--- src/rtl/button_events_if.sv ---
`default_nettype none
// ============================================================================
//  Module      : button_events_if
//  Description : Bundle of the four debounced button levels and the gesture
//                event outputs produced by button_events.
//                'release' and 'repeat' are SystemVerilog keywords, so those
//                two event vectors are named release_evt and repeat_evt.
//  Revision    : 1.0 - initial release
// ============================================================================
interface button_events_if;
    logic [3:0] button;        // debounced button levels
    logic [3:0] press;         // one-cycle pulse on a rising level
    logic [3:0] release_evt;   // one-cycle pulse on a falling level
    logic [3:0] click;         // release before long_press fired
    logic [3:0] long_press;    // hold reached LONG_TICKS
    logic [3:0] repeat_evt;    // every REPEAT_TICKS after long_press
    logic [3:0] held;          // level from press through release

    // Producer of button levels, consumer of events (looper control side).
    modport master (
        output button,
        input  press, release_evt, click, long_press, repeat_evt, held
    );

    // The gesture decoder itself.
    modport slave (
        input  button,
        output press, release_evt, click, long_press, repeat_evt, held
    );
endinterface
`default_nettype wire

--- src/rtl/button_events.sv ---
`default_nettype none
// ============================================================================
//  Module      : button_events
//  Description : Four independent per-button gesture decoders (press, release,
//                click, long press, auto-repeat, held) sharing one free-running
//                tick prescaler. All outputs are registered.
//  Revision    : 1.0 - initial release
// ============================================================================
module button_events #(
    parameter int TICK_DIV     = 100000,  // clock cycles per tick, >= 2
    parameter int LONG_TICKS   = 1000,    // ticks held before long_press, >= 1
    parameter int REPEAT_TICKS = 200      // ticks between repeat pulses, >= 1
) (
    input  logic            clock,
    input  logic            reset_n,
    button_events_if.slave  bus
);

    localparam int c_NCH    = 4;
    localparam int c_DIV_W  = $clog2(TICK_DIV);
    localparam int c_HOLD_W = $clog2(LONG_TICKS + 1);
    localparam int c_REP_W  = $clog2(REPEAT_TICKS + 1);

    localparam logic [c_DIV_W-1:0]  c_DIV_LAST  = c_DIV_W'(TICK_DIV - 1);
    localparam logic [c_HOLD_W-1:0] c_HOLD_LAST = c_HOLD_W'(LONG_TICKS);
    localparam logic [c_REP_W-1:0]  c_REP_LAST  = c_REP_W'(REPEAT_TICKS);
    localparam logic [c_HOLD_W-1:0] c_HOLD_ONE  = c_HOLD_W'(1);
    localparam logic [c_REP_W-1:0]  c_REP_ONE   = c_REP_W'(1);

    typedef enum logic [1:0] {
        S_IDLE  = 2'd0,
        S_SHORT = 2'd1,
        S_LONG  = 2'd2
    } state_t;

    // Shared prescaler
    logic [c_DIV_W-1:0]  r_div_cnt;
    logic                w_tick;

    // Per-channel state
    state_t              r_state    [c_NCH];
    state_t              w_state_nxt[c_NCH];
    logic [c_HOLD_W-1:0] r_hold     [c_NCH];
    logic [c_HOLD_W-1:0] w_hold_nxt [c_NCH];
    logic [c_REP_W-1:0]  r_rep      [c_NCH];
    logic [c_REP_W-1:0]  w_rep_nxt  [c_NCH];
    logic [c_NCH-1:0]    r_btn_q;

    // Registered outputs and their next values
    logic [c_NCH-1:0]    r_press,  w_press_nxt;
    logic [c_NCH-1:0]    r_rel,    w_rel_nxt;
    logic [c_NCH-1:0]    r_click,  w_click_nxt;
    logic [c_NCH-1:0]    r_long,   w_long_nxt;
    logic [c_NCH-1:0]    r_rep_p,  w_rep_p_nxt;
    logic [c_NCH-1:0]    r_held,   w_held_nxt;

    // Tick is one cycle wide at the terminal count; never restarted by buttons.
    assign w_tick = (r_div_cnt == c_DIV_LAST);

    // Free-running prescaler 0..TICK_DIV-1.
    always_ff @(posedge clock or negedge reset_n) begin
        if (!reset_n) begin
            r_div_cnt <= '0;
        end else if (w_tick) begin
            r_div_cnt <= '0;
        end else begin
            r_div_cnt <= r_div_cnt + c_DIV_W'(1);
        end
    end

    // Next-state and event decode for every channel; release beats tick.
    always_comb begin
        w_press_nxt = '0;
        w_rel_nxt   = '0;
        w_click_nxt = '0;
        w_long_nxt  = '0;
        w_rep_p_nxt = '0;
        w_held_nxt  = r_held;
        for (int i = 0; i < c_NCH; i++) begin
            w_state_nxt[i] = r_state[i];
            w_hold_nxt[i]  = r_hold[i];
            w_rep_nxt[i]   = r_rep[i];
            case (r_state[i])
                S_IDLE: begin
                    if (bus.button[i] && !r_btn_q[i]) begin
                        w_press_nxt[i] = 1'b1;
                        w_held_nxt[i]  = 1'b1;
                        w_hold_nxt[i]  = '0;
                        w_rep_nxt[i]   = '0;
                        w_state_nxt[i] = S_SHORT;
                    end
                end
                S_SHORT: begin
                    if (!bus.button[i]) begin
                        w_rel_nxt[i]   = 1'b1;
                        w_click_nxt[i] = 1'b1;
                        w_held_nxt[i]  = 1'b0;
                        w_hold_nxt[i]  = '0;
                        w_state_nxt[i] = S_IDLE;
                    end else if (w_tick) begin
                        if ((r_hold[i] + c_HOLD_ONE) == c_HOLD_LAST) begin
                            w_long_nxt[i]  = 1'b1;
                            w_hold_nxt[i]  = '0;
                            w_rep_nxt[i]   = '0;
                            w_state_nxt[i] = S_LONG;
                        end else begin
                            w_hold_nxt[i] = r_hold[i] + c_HOLD_ONE;
                        end
                    end
                end
                S_LONG: begin
                    if (!bus.button[i]) begin
                        w_rel_nxt[i]   = 1'b1;
                        w_held_nxt[i]  = 1'b0;
                        w_rep_nxt[i]   = '0;
                        w_state_nxt[i] = S_IDLE;
                    end else if (w_tick) begin
                        if ((r_rep[i] + c_REP_ONE) == c_REP_LAST) begin
                            w_rep_p_nxt[i] = 1'b1;
                            w_rep_nxt[i]   = '0;
                        end else begin
                            w_rep_nxt[i] = r_rep[i] + c_REP_ONE;
                        end
                    end
                end
                default: begin
                    w_held_nxt[i]  = 1'b0;
                    w_hold_nxt[i]  = '0;
                    w_rep_nxt[i]   = '0;
                    w_state_nxt[i] = S_IDLE;
                end
            endcase
        end
    end

    // State, counters, previous button sample and registered outputs.
    always_ff @(posedge clock or negedge reset_n) begin
        if (!reset_n) begin
            for (int i = 0; i < c_NCH; i++) begin
                r_state[i] <= S_IDLE;
                r_hold[i]  <= '0;
                r_rep[i]   <= '0;
            end
            r_btn_q <= '0;
            r_press <= '0;
            r_rel   <= '0;
            r_click <= '0;
            r_long  <= '0;
            r_rep_p <= '0;
            r_held  <= '0;
        end else begin
            for (int i = 0; i < c_NCH; i++) begin
                r_state[i] <= w_state_nxt[i];
                r_hold[i]  <= w_hold_nxt[i];
                r_rep[i]   <= w_rep_nxt[i];
            end
            r_btn_q <= bus.button;
            r_press <= w_press_nxt;
            r_rel   <= w_rel_nxt;
            r_click <= w_click_nxt;
            r_long  <= w_long_nxt;
            r_rep_p <= w_rep_p_nxt;
            r_held  <= w_held_nxt;
        end
    end

    assign bus.press       = r_press;
    assign bus.release_evt = r_rel;
    assign bus.click       = r_click;
    assign bus.long_press  = r_long;
    assign bus.repeat_evt  = r_rep_p;
    assign bus.held        = r_held;

endmodule
`default_nettype wire

--- src/flat_wrapper.sv ---
// flat-port wrapper written by rule: the top's interface ports become plain ports
module button_events_flat 
#(
    parameter int TICK_DIV     = 100000,                                
    parameter int LONG_TICKS   = 1000,                                         
    parameter int REPEAT_TICKS = 200                                          
)
  (clock, reset_n, bus_button, bus_press, bus_release_evt, bus_click, bus_long_press, bus_repeat_evt, bus_held);
  button_events_if bus_i ();
  input  logic clock;
  input  logic reset_n;
  input wire logic [$bits(bus_i.button)-1:0] bus_button;
  output wire logic [$bits(bus_i.press)-1:0] bus_press;
  output wire logic [$bits(bus_i.release_evt)-1:0] bus_release_evt;
  output wire logic [$bits(bus_i.click)-1:0] bus_click;
  output wire logic [$bits(bus_i.long_press)-1:0] bus_long_press;
  output wire logic [$bits(bus_i.repeat_evt)-1:0] bus_repeat_evt;
  output wire logic [$bits(bus_i.held)-1:0] bus_held;
  assign bus_i.button = bus_button;
  assign bus_press = bus_i.press;
  assign bus_release_evt = bus_i.release_evt;
  assign bus_click = bus_i.click;
  assign bus_long_press = bus_i.long_press;
  assign bus_repeat_evt = bus_i.repeat_evt;
  assign bus_held = bus_i.held;
  button_events #(.TICK_DIV(TICK_DIV), .LONG_TICKS(LONG_TICKS), .REPEAT_TICKS(REPEAT_TICKS)) u_core (.clock(clock), .reset_n(reset_n), .bus(bus_i));
endmodule
--- config.mk ---
export PLATFORM = sky130hd
export DESIGN_NAME = button_events_flat
export DESIGN_NICKNAME = d
export VERILOG_FILES = /design/src/rtl/button_events_if.sv /design/src/rtl/button_events.sv /design/src/flat_wrapper.sv
export SDC_FILE = /design/constraint.sdc
export NUM_CORES = 1
export LEC_CHECK = 0
export CORE_UTILIZATION = 52
export CTS_CLUSTER_DIAMETER = 100
export CTS_CLUSTER_SIZE = 30
export DETAILED_ROUTE_END_ITERATION = 7
export GPL_TIMING_DRIVEN = 0
export PLACE_DENSITY_LB_ADDON = 0.3
export SETUP_SLACK_MARGIN = 0.15
export SYNTH_ARGS = -nofsm -noshare
export SYNTH_HDL_FRONTEND = slang
export SYNTH_SLANG_ARGS = --single-unit
export TNS_END_PERCENT = 30
--- constraint.sdc ---
create_clock -name clock -period 3.4 [get_ports clock]
set_input_delay 0.68 -clock clock [delete_from_list [all_inputs] [get_ports clock]]
set_output_delay 0.68 -clock clock [all_outputs]
set_load 0.05 [all_outputs]
==> results of run 1 <==
-- worst paths after layout --
kind,startpoint,to,slack [ps],cells past startpoint
worst min-delay path,reset_n,u_core.r_hold[0],110,1
max in group asynchronous,reset_n,u_core.bus.release_evt[1],2540,2
min in group clock,u_core.r_div_cnt[0],u_core.r_div_cnt[0],470,1
worst max register to register,u_core.r_hold[10],u_core.r_state[2],430,7
worst min register to register,u_core.r_div_cnt[0],u_core.r_div_cnt[0],470,1
worst max-delay path,u_core.r_hold[10],u_core.r_state[2],430,7
-- sequential cells by signal, summed over array words and instances, names as in the netlist --
signal                  flops
u_core.r_hold              40
u_core.r_rep               32
u_core.bus.release_evt      4
u_core.r_div_cnt           17
u_core.bus.repeat_evt       4
u_core.bus.click            4
u_core.bus.press            4
u_core.r_btn_q              4
u_core.bus.held             4
u_core.bus.long_press       4
u_core.r_state              8
-- cell usage in the layout (no fill, tap or decap), types with 11 or more instances in the layout --
cell / n
nand3_1: 48
nand4_1: 20
nand2_1: 75
a22o_1: 11
a211o_1: 11
nor2_1: 72
clkbuf_16: 17
o22ai_1: 11
a21oi_1: 26
clkdlybuf4s50_1: 28
inv_1: 34
xor2_1: 13
dfrtp_1: 125
o31ai_1: 18
and3_1: 22
a211oi_1: 15
clkbuf_1: 15
ha_1: 21
o21ai_0: 58
nor2b_1: 13
-- worst max-delay path, stage by stage (launching register included) --
cell      delay (ps)
dfrtp_1          430
ha_1             310
nand2b_1         180
o31a_1           240
o31ai_1          700
a21oi_1          390
nor2_1           260
mux2_2           350
-- cell type report --
type / instances / area [um2] / area share
Inverter: 34 / 128 / 0.0155
Multi-Input combinational cell: 586 / 3710 / 0.450
Clock buffer: 18 / 439 / 0.0533
Timing Repair Buffer: 30 / 319 / 0.0387
Sequential cell: 125 / 3130 / 0.379
Clock inverter: 14 / 194 / 0.0235
Buffer: 23 / 110 / 0.0134
Tap cell: 176 / 220 / 0.0267
-- power groups by stage --
stage / Combinational [mW] / Sequential [mW] / Clock, mW
global placement: 1.60 / 1.75 / 0
CTS: 1.66 / 1.74 / 1.97
detailed placement: 1.64 / 1.76 / 0
finish: 1.66 / 1.74 / 1.93
global route: 1.83 / 1.76 / 2.03
floorplan: 1.02 / 1.95 / 0
-- per-layer routing --
| metal | vias up | global-route usage | wire (um) |
|---|---|---|---|
| li1 | 2979 | - | - |
| met1 | 3006 | 0.303 | 7040 |
| met2 | 209 | 0.407 | 8020 |
| met3 | 27 | 0.0565 | 792 |
| met4 | 0 | 0.104 | 255 |
| met5 | - | 0 | 0 |
-- cells by family (layout without fill, tap and decap cells) --
| logic type | Yosys count | count (layout) | synth area share |
|---|---|---|---|
| fa+ha+maj | 21 | 21 | 0.0372 |
| compound gates | 227 | 227 | 0.229 |
| xor+xnor | 19 | 19 | 0.0235 |
| mux | 4 | 4 | 0.00620 |
| buf+inv | 57 | 119 | 0.0336 |
| simple gates | 315 | 315 | 0.228 |
| flops | 125 | 125 | 0.443 |
==> flow_summary_export.csv, run 1 <==
group,metric,value,unit
sta,post-route-worst-setup-slack,426,ps
sta,hold_viol_final,0,
sta,fin_skew,9.46,ps
synth,synth_area_leaders,"dfrtp_1 (44%), o21ai_0 (4.1%), nand2_1 (4.0%)",
sta,finalSetupViolations,0,
die,row_count,42,
clocking,cts_setup_buffers,0,
sta,holdWs,114,ps
clocking,insertion_delay,430,ps
synth,yosysWarnings,0,
synth,ys_ff_latch,125,
pwr,power_frac_seq,0.327,
sta,period_minus_slack,2970,ps
pwr,intPower,3.45,mW
global_routing,grt_max_degree,99,
global_routing,grt_pass1_vias,5968,
synth,synth.most_common_cell,"dfrtp_1",
clocking,cts-htree-levels,4,
synth,netlist_area,0.00707,mm2
sta,fmax,0.336,GHz
sta,rsz0062_at_grt,"false",
pwr,vdd_drop_max,0.374,mV
clocking,cts_root_buf,"clkbuf_16",
sta,fin_setup_tns,0,ps
die,initial_core_util,0.534,
die,io_pins,30,
clocking,ctsResizeCount,0,
pwr,comb_power_share,0.311,
worst_setup_path,worstSetupStartpointType,"flop",
pwr,clkPwrFrac,0.362,
final_layout,diodes,0,
routing,drc,0,
worst_setup_path,critPathKind,"flop to flop",
sta,relSlewSlack,0.254,
clocking,cts.clk_slew.worst_paths,60,ps
placed_design,dp_slack,59.3,ps
synth,synth_common_cells,"dfrtp_1 (125), nand2_1 (75), nor2_1 (72)",
pwr,p_sw_frac,0.353,
synth,synth_ff_type,"dfrtp_1",
routing,num_vias,6221,
routing,dr.pass1.iters,6,
clocking,numCtsBuffers,17,
synth,yosysTopAreaCell,"dfrtp_1",
routing,postRouteAntennaNets,0,
placed_design,place_inst,974,
routing,via_per_inst,6.18,
final_layout,final_area,0.00824,mm2
sta,worst_pin_slew,1110,ps
synth,post-synth-top-area-fraction,0.443,
routing,wl_per_cell,16.0,um
global_routing,grt_usage,0.244,
die,dieArea,0.0141,mm2
die,core-area,0.0132,mm2
final_layout,finalNetCount,844,
synth,async_reset_ff_frac,1.00,
placed_design,place_congestion,0.914,
run_status,status,"completed",
pwr,pwr_density_cell,646,mW/mm2
die,die-height,119,um
pwr,p_sw,1.88,mW
worst_hold_path,hp-class,"input port to async pin",
worst_setup_path,end_kind,"flop",
global_routing,antenna_found_initial,0,
global_routing,grt_pass1_wl,27800,um
clocking,ctsHoldBuffers,0,
routing,drt_iter0_markers,594,
job,cap_violations,0,
final_layout,nFillCells,1090,
final_layout,final_util,0.623,
worst_setup_path,crit_arrival,3290,ps
synth,syn_inst,768,
synth,synth_cell_types,76,
final_layout,stdcell_count,1006,
synth,synth_nets,795,
synth,yosysSeqAreaShare,0.443,
final_layout,drive_above_1_share,0.0831,
synth,syn_area_per_cell,9.20,um2
clocking,cts_tree,"done",
clocking,cts_max_path_buffers,2,
placed_design,numPortBuffers,29,
placed_design,dpl_cell_area,0.00761,mm2
sta,drv_slew,0,
die,dieWidth,119,um
pwr,p_leak,3.57,nW
clocking,cts.sinks,125,
final_layout,syn2layout_area_growth,16.7,%
placed_design,hpwl,10600,um
sta,finalCritPeriodShare,0.875,
worst_setup_path,path_max_fanout,8,
global_routing,overflow,0,
synth,synth_edf_count,0,
worst_setup_path,cp.required,3710,ps
pwr,total_power,5.33,mW
routing,wirelength,16100,um
Note: power is estimated with default switching activity, not from simulation.
==> run 2: changes to the inputs <==
- CORE_MARGIN: not set -> 5
- GPL_TIMING_DRIVEN: 0 -> 1
==> flow_summary_export.csv, run 2 (synthesis results as in run 1) <==
group,metric,value,unit
clocking,cts_tree,"done",
placed_design,place_inst,967,
routing,postRouteAntennaNets,0,
clocking,cts-htree-levels,4,
global_routing,grt_pass1_wl,27500,um
job,cap_violations,0,
die,row_count,42,
worst_setup_path,path_max_fanout,11,
final_layout,mostFrequentLayoutCells,"dfrtp_1 (125), nand2_1 (75), nor2_1 (72)",
worst_setup_path,cp.required,3720,ps
clocking,cts_max_path_buffers,2,
final_layout,stdcell_count,999,
routing,num_vias,6147,
clocking,cts_setup_buffers,0,
final_layout,multiInputGateArea,0.00370,mm2
final_layout,nFillCells,1046,
worst_setup_path,end_kind,"flop",
die,initial_core_util,0.532,
run_status,status,"completed",
clocking,cts.sinks,125,
placed_design,hpwl,10600,um
pwr,p_leak,3.60,nW
pwr,total_power,5.31,mW
pwr,pwr_density_cell,646,mW/mm2
final_layout,drive_above_1_share,0.0911,
routing,wirelength,16000,um
worst_setup_path,max_stage_delay,840,ps
die,io_pins,30,
die,dieArea,0.0160,mm2
sta,finalCritPeriodShare,0.889,
routing,wl_per_cell,16.0,um
clocking,numCtsBuffers,17,
placed_design,place_congestion,0.928,
sta,finalSetupViolations,0,
global_routing,overflow,0,
worst_setup_path,critPathKind,"flop to flop",
routing,dr.pass1.iters,7,
die,die-height,127,um
final_layout,largest_reg_flops,40,
final_layout,final_util,0.618,
pwr,power_frac_seq,0.328,
worst_setup_path,worstSetupStartpointType,"flop",
sta,rsz0062_at_grt,"false",
sta,worst_pin_slew,1080,ps
sta,fmax,0.331,GHz
pwr,p_sw_frac,0.351,
sta,period_minus_slack,3020,ps
routing,drc,0,
clocking,cts_root_buf,"clkbuf_16",
global_routing,grt_pass1_vias,5873,
final_layout,syn2layout_area_growth,16.3,%
worst_setup_path,crit_arrival,3340,ps
placed_design,numPortBuffers,29,
die,core-area,0.0133,mm2
worst_setup_path,crit_top_cell,"or4_1",
routing,via_per_inst,6.15,
worst_setup_path,critPathSlowestCell,"or4_1",
pwr,p_sw,1.86,mW
pwr,comb_power_share,0.312,
final_layout,finalNetCount,837,
sta,relSlewSlack,0.271,
final_layout,diodes,0,
sta,drv_slew,0,
pwr,clkPwrFrac,0.359,
sta,fin_setup_tns,0,ps
pwr,vdd_drop_max,0.421,mV
final_layout,top_register,"u_core.r_hold",
global_routing,antenna_found_initial,0,
pwr,intPower,3.45,mW
sta,hold_viol_final,0,
final_layout,top_regs,"u_core.r_hold: 40 flops, u_core.r_rep: 32 flops, u_core.r_div_cnt: 17 flops",
final_layout,layout_commonest_cell,"dfrtp_1",
clocking,cts.clk_slew.worst_paths,50,ps
die,dieWidth,127,um
clocking,ctsHoldBuffers,0,
sta,fin_skew,7.53,ps
worst_hold_path,hp-class,"input port to async pin",
global_routing,grt_max_degree,78,
clocking,ctsResizeCount,0,
clocking,insertion_delay,420,ps
final_layout,seqCellArea,0.00313,mm2
global_routing,grt_usage,0.205,
worst_setup_path,crit_chain,"or4_1 > or4_1 > nor4_1 > a21oi_1 > nand2b_4 > o41ai_2",
routing,drt_iter0_markers,635,
[run 2: cell types whose count changed in the layout (fill, tap and decap cells not counted), moves of 3 or more]
cell and change:
buf_6 -3, buf_4 +16, clkinv_2 +3, clkbuf_1 -13, clkinvlp_4 -3
[run 2: path summary, 6_finish.rpt]
path / startpoint / end / slack [ps] / cells after the start
max in group asynchronous: reset_n / u_core.r_rep[6] / 2290 / 2
worst min register to register: u_core.r_div_cnt[11] / u_core.r_div_cnt[11] / 490 / 1
worst min-delay path: reset_n / u_core.bus.release_evt[2] / 290 / 1
min in group clock: u_core.r_div_cnt[11] / u_core.r_div_cnt[11] / 490 / 1
worst max register to register: u_core.r_div_cnt[11] / u_core.r_rep[13] / 380 / 6
worst max-delay path: u_core.r_div_cnt[11] / u_core.r_rep[13] / 380 / 6
[run 2: metal layers]
layer / vias to the layer above / GRT usage / routed length (um)
met3: 24 / 0.0454 / 652
met1: 3010 / 0.262 / 7130
met4: 0 / 0.0713 / 225
li1: 2943 / - / -
met2: 170 / 0.345 / 8000
met5: - / 0 / 0
[run 2: final cells by class]
type	instances	share of cell area
flip-flops and latches	125	0.381
well taps	176	0.0268
repair buffers	46	0.0521
clock inverters	12	0.0205
clock buffers	20	0.0543
multi-input cells	586	0.450
inverters	34	0.0155
[run 2: worst max-delay path: cells and delay by family, from the launching register on]
family / cells / cell delay, ps
AND/OR/NAND/NOR: 4 / 2000
flip-flops: 1 / 390
AO/OA/AOI/OAI: 2 / 520
[run 2: metrics by stage]
stage / hold slack (ps) / setup WS, ps / area [um2]
after global placement: 444 / 471 / 7600
after detailed placement: 463 / 381 / 7600
final: 286 / 377 / 8220
after floorplan: 384 / 845 / 7070
after global routing: 344 / 252 / 8220
after CTS: 305 / 376 / 8220
[run 2: power by group through the flow]
stage	Combinational (mW)	Clock [mW]	Sequential (mW)
after floorplan	1.02	0	1.95
after global placement	1.58	0	1.75
after detailed placement	1.64	0	1.77
after CTS	1.66	1.93	1.74
after global routing	1.82	2.01	1.76
final	1.66	1.91	1.74
==> run 3: changes to the inputs <==
- CORE_UTILIZATION: 52 -> 60
==> flow_summary_export.csv, run 3 (synthesis results as in run 1) <==
group,metric,value,unit
sta,period_minus_slack,2960,ps
job,cap_violations,0,
clocking,insertion_delay,420,ps
worst_hold_path,hp-class,"input port to async pin",
final_layout,drive_above_1_share,0.0911,
global_routing,grt_usage,0.231,
die,dieArea,0.0140,mm2
sta,hold_viol_final,0,
final_layout,top_register,"u_core.r_hold",
routing,num_vias,6198,
routing,wl_met3,720,um
sta,worst_pin_slew,1090,ps
die,dieWidth,119,um
routing,top_layer,"met4",
global_routing,antenna_found_initial,0,
worst_setup_path,max_stage_delay,680,ps
worst_setup_path,crit_arrival,3250,ps
final_layout,final_area,0.00823,mm2
clocking,cts_tree,"done",
die,core-area,0.0115,mm2
routing,via_per_inst,6.42,
clocking,cts.sinks,125,
routing,dr_wl_met2,7900,um
clocking,ctsHoldBuffers,0,
clocking,numCtsBuffers,17,
sta,finalCritPeriodShare,0.871,
sta,drv_slew,0,
pwr,pwr_density_cell,661,mW/mm2
global_routing,overflow,0,
global_routing,grt_pass1_wl,27400,um
final_layout,largest_reg_flops,40,
sta,fmax,0.338,GHz
worst_setup_path,cp.required,3690,ps
placed_design,hpwl,10600,um
placed_design,numPortBuffers,29,
routing,drc,0,
routing,drt_iter0_markers,742,
worst_setup_path,cp_num_buf_inv,0,
routing,postRouteAntennaNets,0,
clocking,cts-htree-levels,4,
worst_setup_path,path_max_fanout,14,
sta,fin_setup_tns,0,ps
clocking,cts.clk_slew.worst_paths,60,ps
routing,wl_met1,6900,um
final_layout,mostFrequentLayoutCells,"dfrtp_1 (125), nand2_1 (75), nor2_1 (72)",
sta,fin_skew,9.55,ps
final_layout,top_regs,"u_core.r_hold: 40 flops, u_core.r_rep: 32 flops, u_core.r_div_cnt: 17 flops",
global_routing,grt_max_degree,41,
clocking,cts_max_path_buffers,2,
pwr,vdd_drop_max,0.434,mV
worst_setup_path,cp_top_family,"simple AND/OR/NAND/NOR gates",
run_status,status,"completed",
final_layout,layout_commonest_cell,"dfrtp_1",
final_layout,diodes,0,
worst_setup_path,crit_chain,"or4_1 > or4_4 > nor4_1 > a21oi_1 > nand2b_4 > o41ai_2",
worst_setup_path,critPathKind,"flop to flop",
routing,wirelength,15900,um
pwr,p_leak,3.64,nW
global_routing,grt_pass1_vias,5988,
final_layout,nFillCells,840,
worst_setup_path,ff2ff_path_depth,6,
sta,rsz0062_at_grt,"false",
clocking,cts_root_buf,"clkbuf_16",
worst_setup_path,end_kind,"flop",
final_layout,syn2layout_area_growth,16.5,%
worst_setup_path,worstSetupStartpointType,"flop",
sta,relSlewSlack,0.263,
die,row_count,39,
worst_setup_path,critPathSlowestCell,"or4_4",
placed_design,place_congestion,0.875,
sta,post-route-worst-setup-slack,440,ps
die,io_pins,30,
final_layout,finalNetCount,838,
die,die-height,119,um
die,initial_core_util,0.616,
routing,dr.pass1.iters,6,
placed_design,dp_slack,301,ps
worst_setup_path,r2r_setup_slack,440,ps
sta,finalSetupViolations,0,
routing,wl_per_cell,16.5,um
worst_setup_path,reg2reg_from,"u_core.r_div_cnt[11]",
placed_design,dpl_cell_area,0.00756,mm2
worst_setup_path,r2r_end,"u_core.r_rep[13]",
[run 3: per-layer routing]
metal  global-route usage  up-vias
met2                0.379      201
met5                    0        -
met3               0.0487       45
met1                0.299     3015
met4               0.0964        0
li1                     -     2937
[run 3: area by class of cell]
type	count	area (um2)	area share
Clock buffer	26	519	0.0631
Multi-Input combinational cell	586	3700	0.450
Sequential cell	125	3130	0.380
Timing Repair Buffer	47	423	0.0514
Clock inverter	5	150	0.0182
Tap cell	143	179	0.0217
Inverter	34	128	0.0155
[run 3: worst max path at each step]
stage                    startpoint           endpoint  slack [ps]  cells past startpoint
2_1_floorplan  u_core.r_div_cnt[11]  u_core.r_state[0]         840                      7
3_3_place_gp   u_core.r_div_cnt[11]   u_core.r_rep[13]         450                      6
3_5_place_dp   u_core.r_div_cnt[11]   u_core.r_rep[13]         300                      6
4_1_cts        u_core.r_div_cnt[11]   u_core.r_rep[13]         250                      6
5_1_grt        u_core.r_div_cnt[11]   u_core.r_rep[13]         250                      6
6_report       u_core.r_div_cnt[11]   u_core.r_rep[13]         440                      6
[run 3: worst reg2reg max path: stages, from the launching register on]
cell and delay (ps):
dfrtp_1 400, or4_1 550, or4_4 680, nor4_1 320
a21oi_1 320, nand2b_4 270, o41ai_2 290
[run 3: report_power, final]
group	leakage, nW	internal, mW	switching (mW)	total, mW
logic	1.61	0.577	1.08	1.66
registers	1.70	1.62	0.122	1.75
clock network	0.327	1.41	0.622	2.04
total	3.64	3.62	1.82	5.44
[run 3: stage by stage]
stage | power [mW] | hold slack (ps) | instances | utilization
5_1_grt | 5.71 | 276 | 966 | 0.718
2_1_floorplan | 2.96 | 384 | 768 | -
4_1_cts | 5.46 | 232 | 966 | 0.718
6_report | 5.44 | 224 | 966 | 0.718
3_5_place_dp | 3.38 | 467 | 935 | 0.659
3_3_place_gp | 3.32 | 445 | 935 | 0.659
[run 3: repair_timing]
| item | in CTS | in global routing |
|---|---|---|
| gates resized for setup | 0 | 1 |
| buffers inserted | 0 | 0 |
| endpoints found under the setup margin | 0 | 2 |
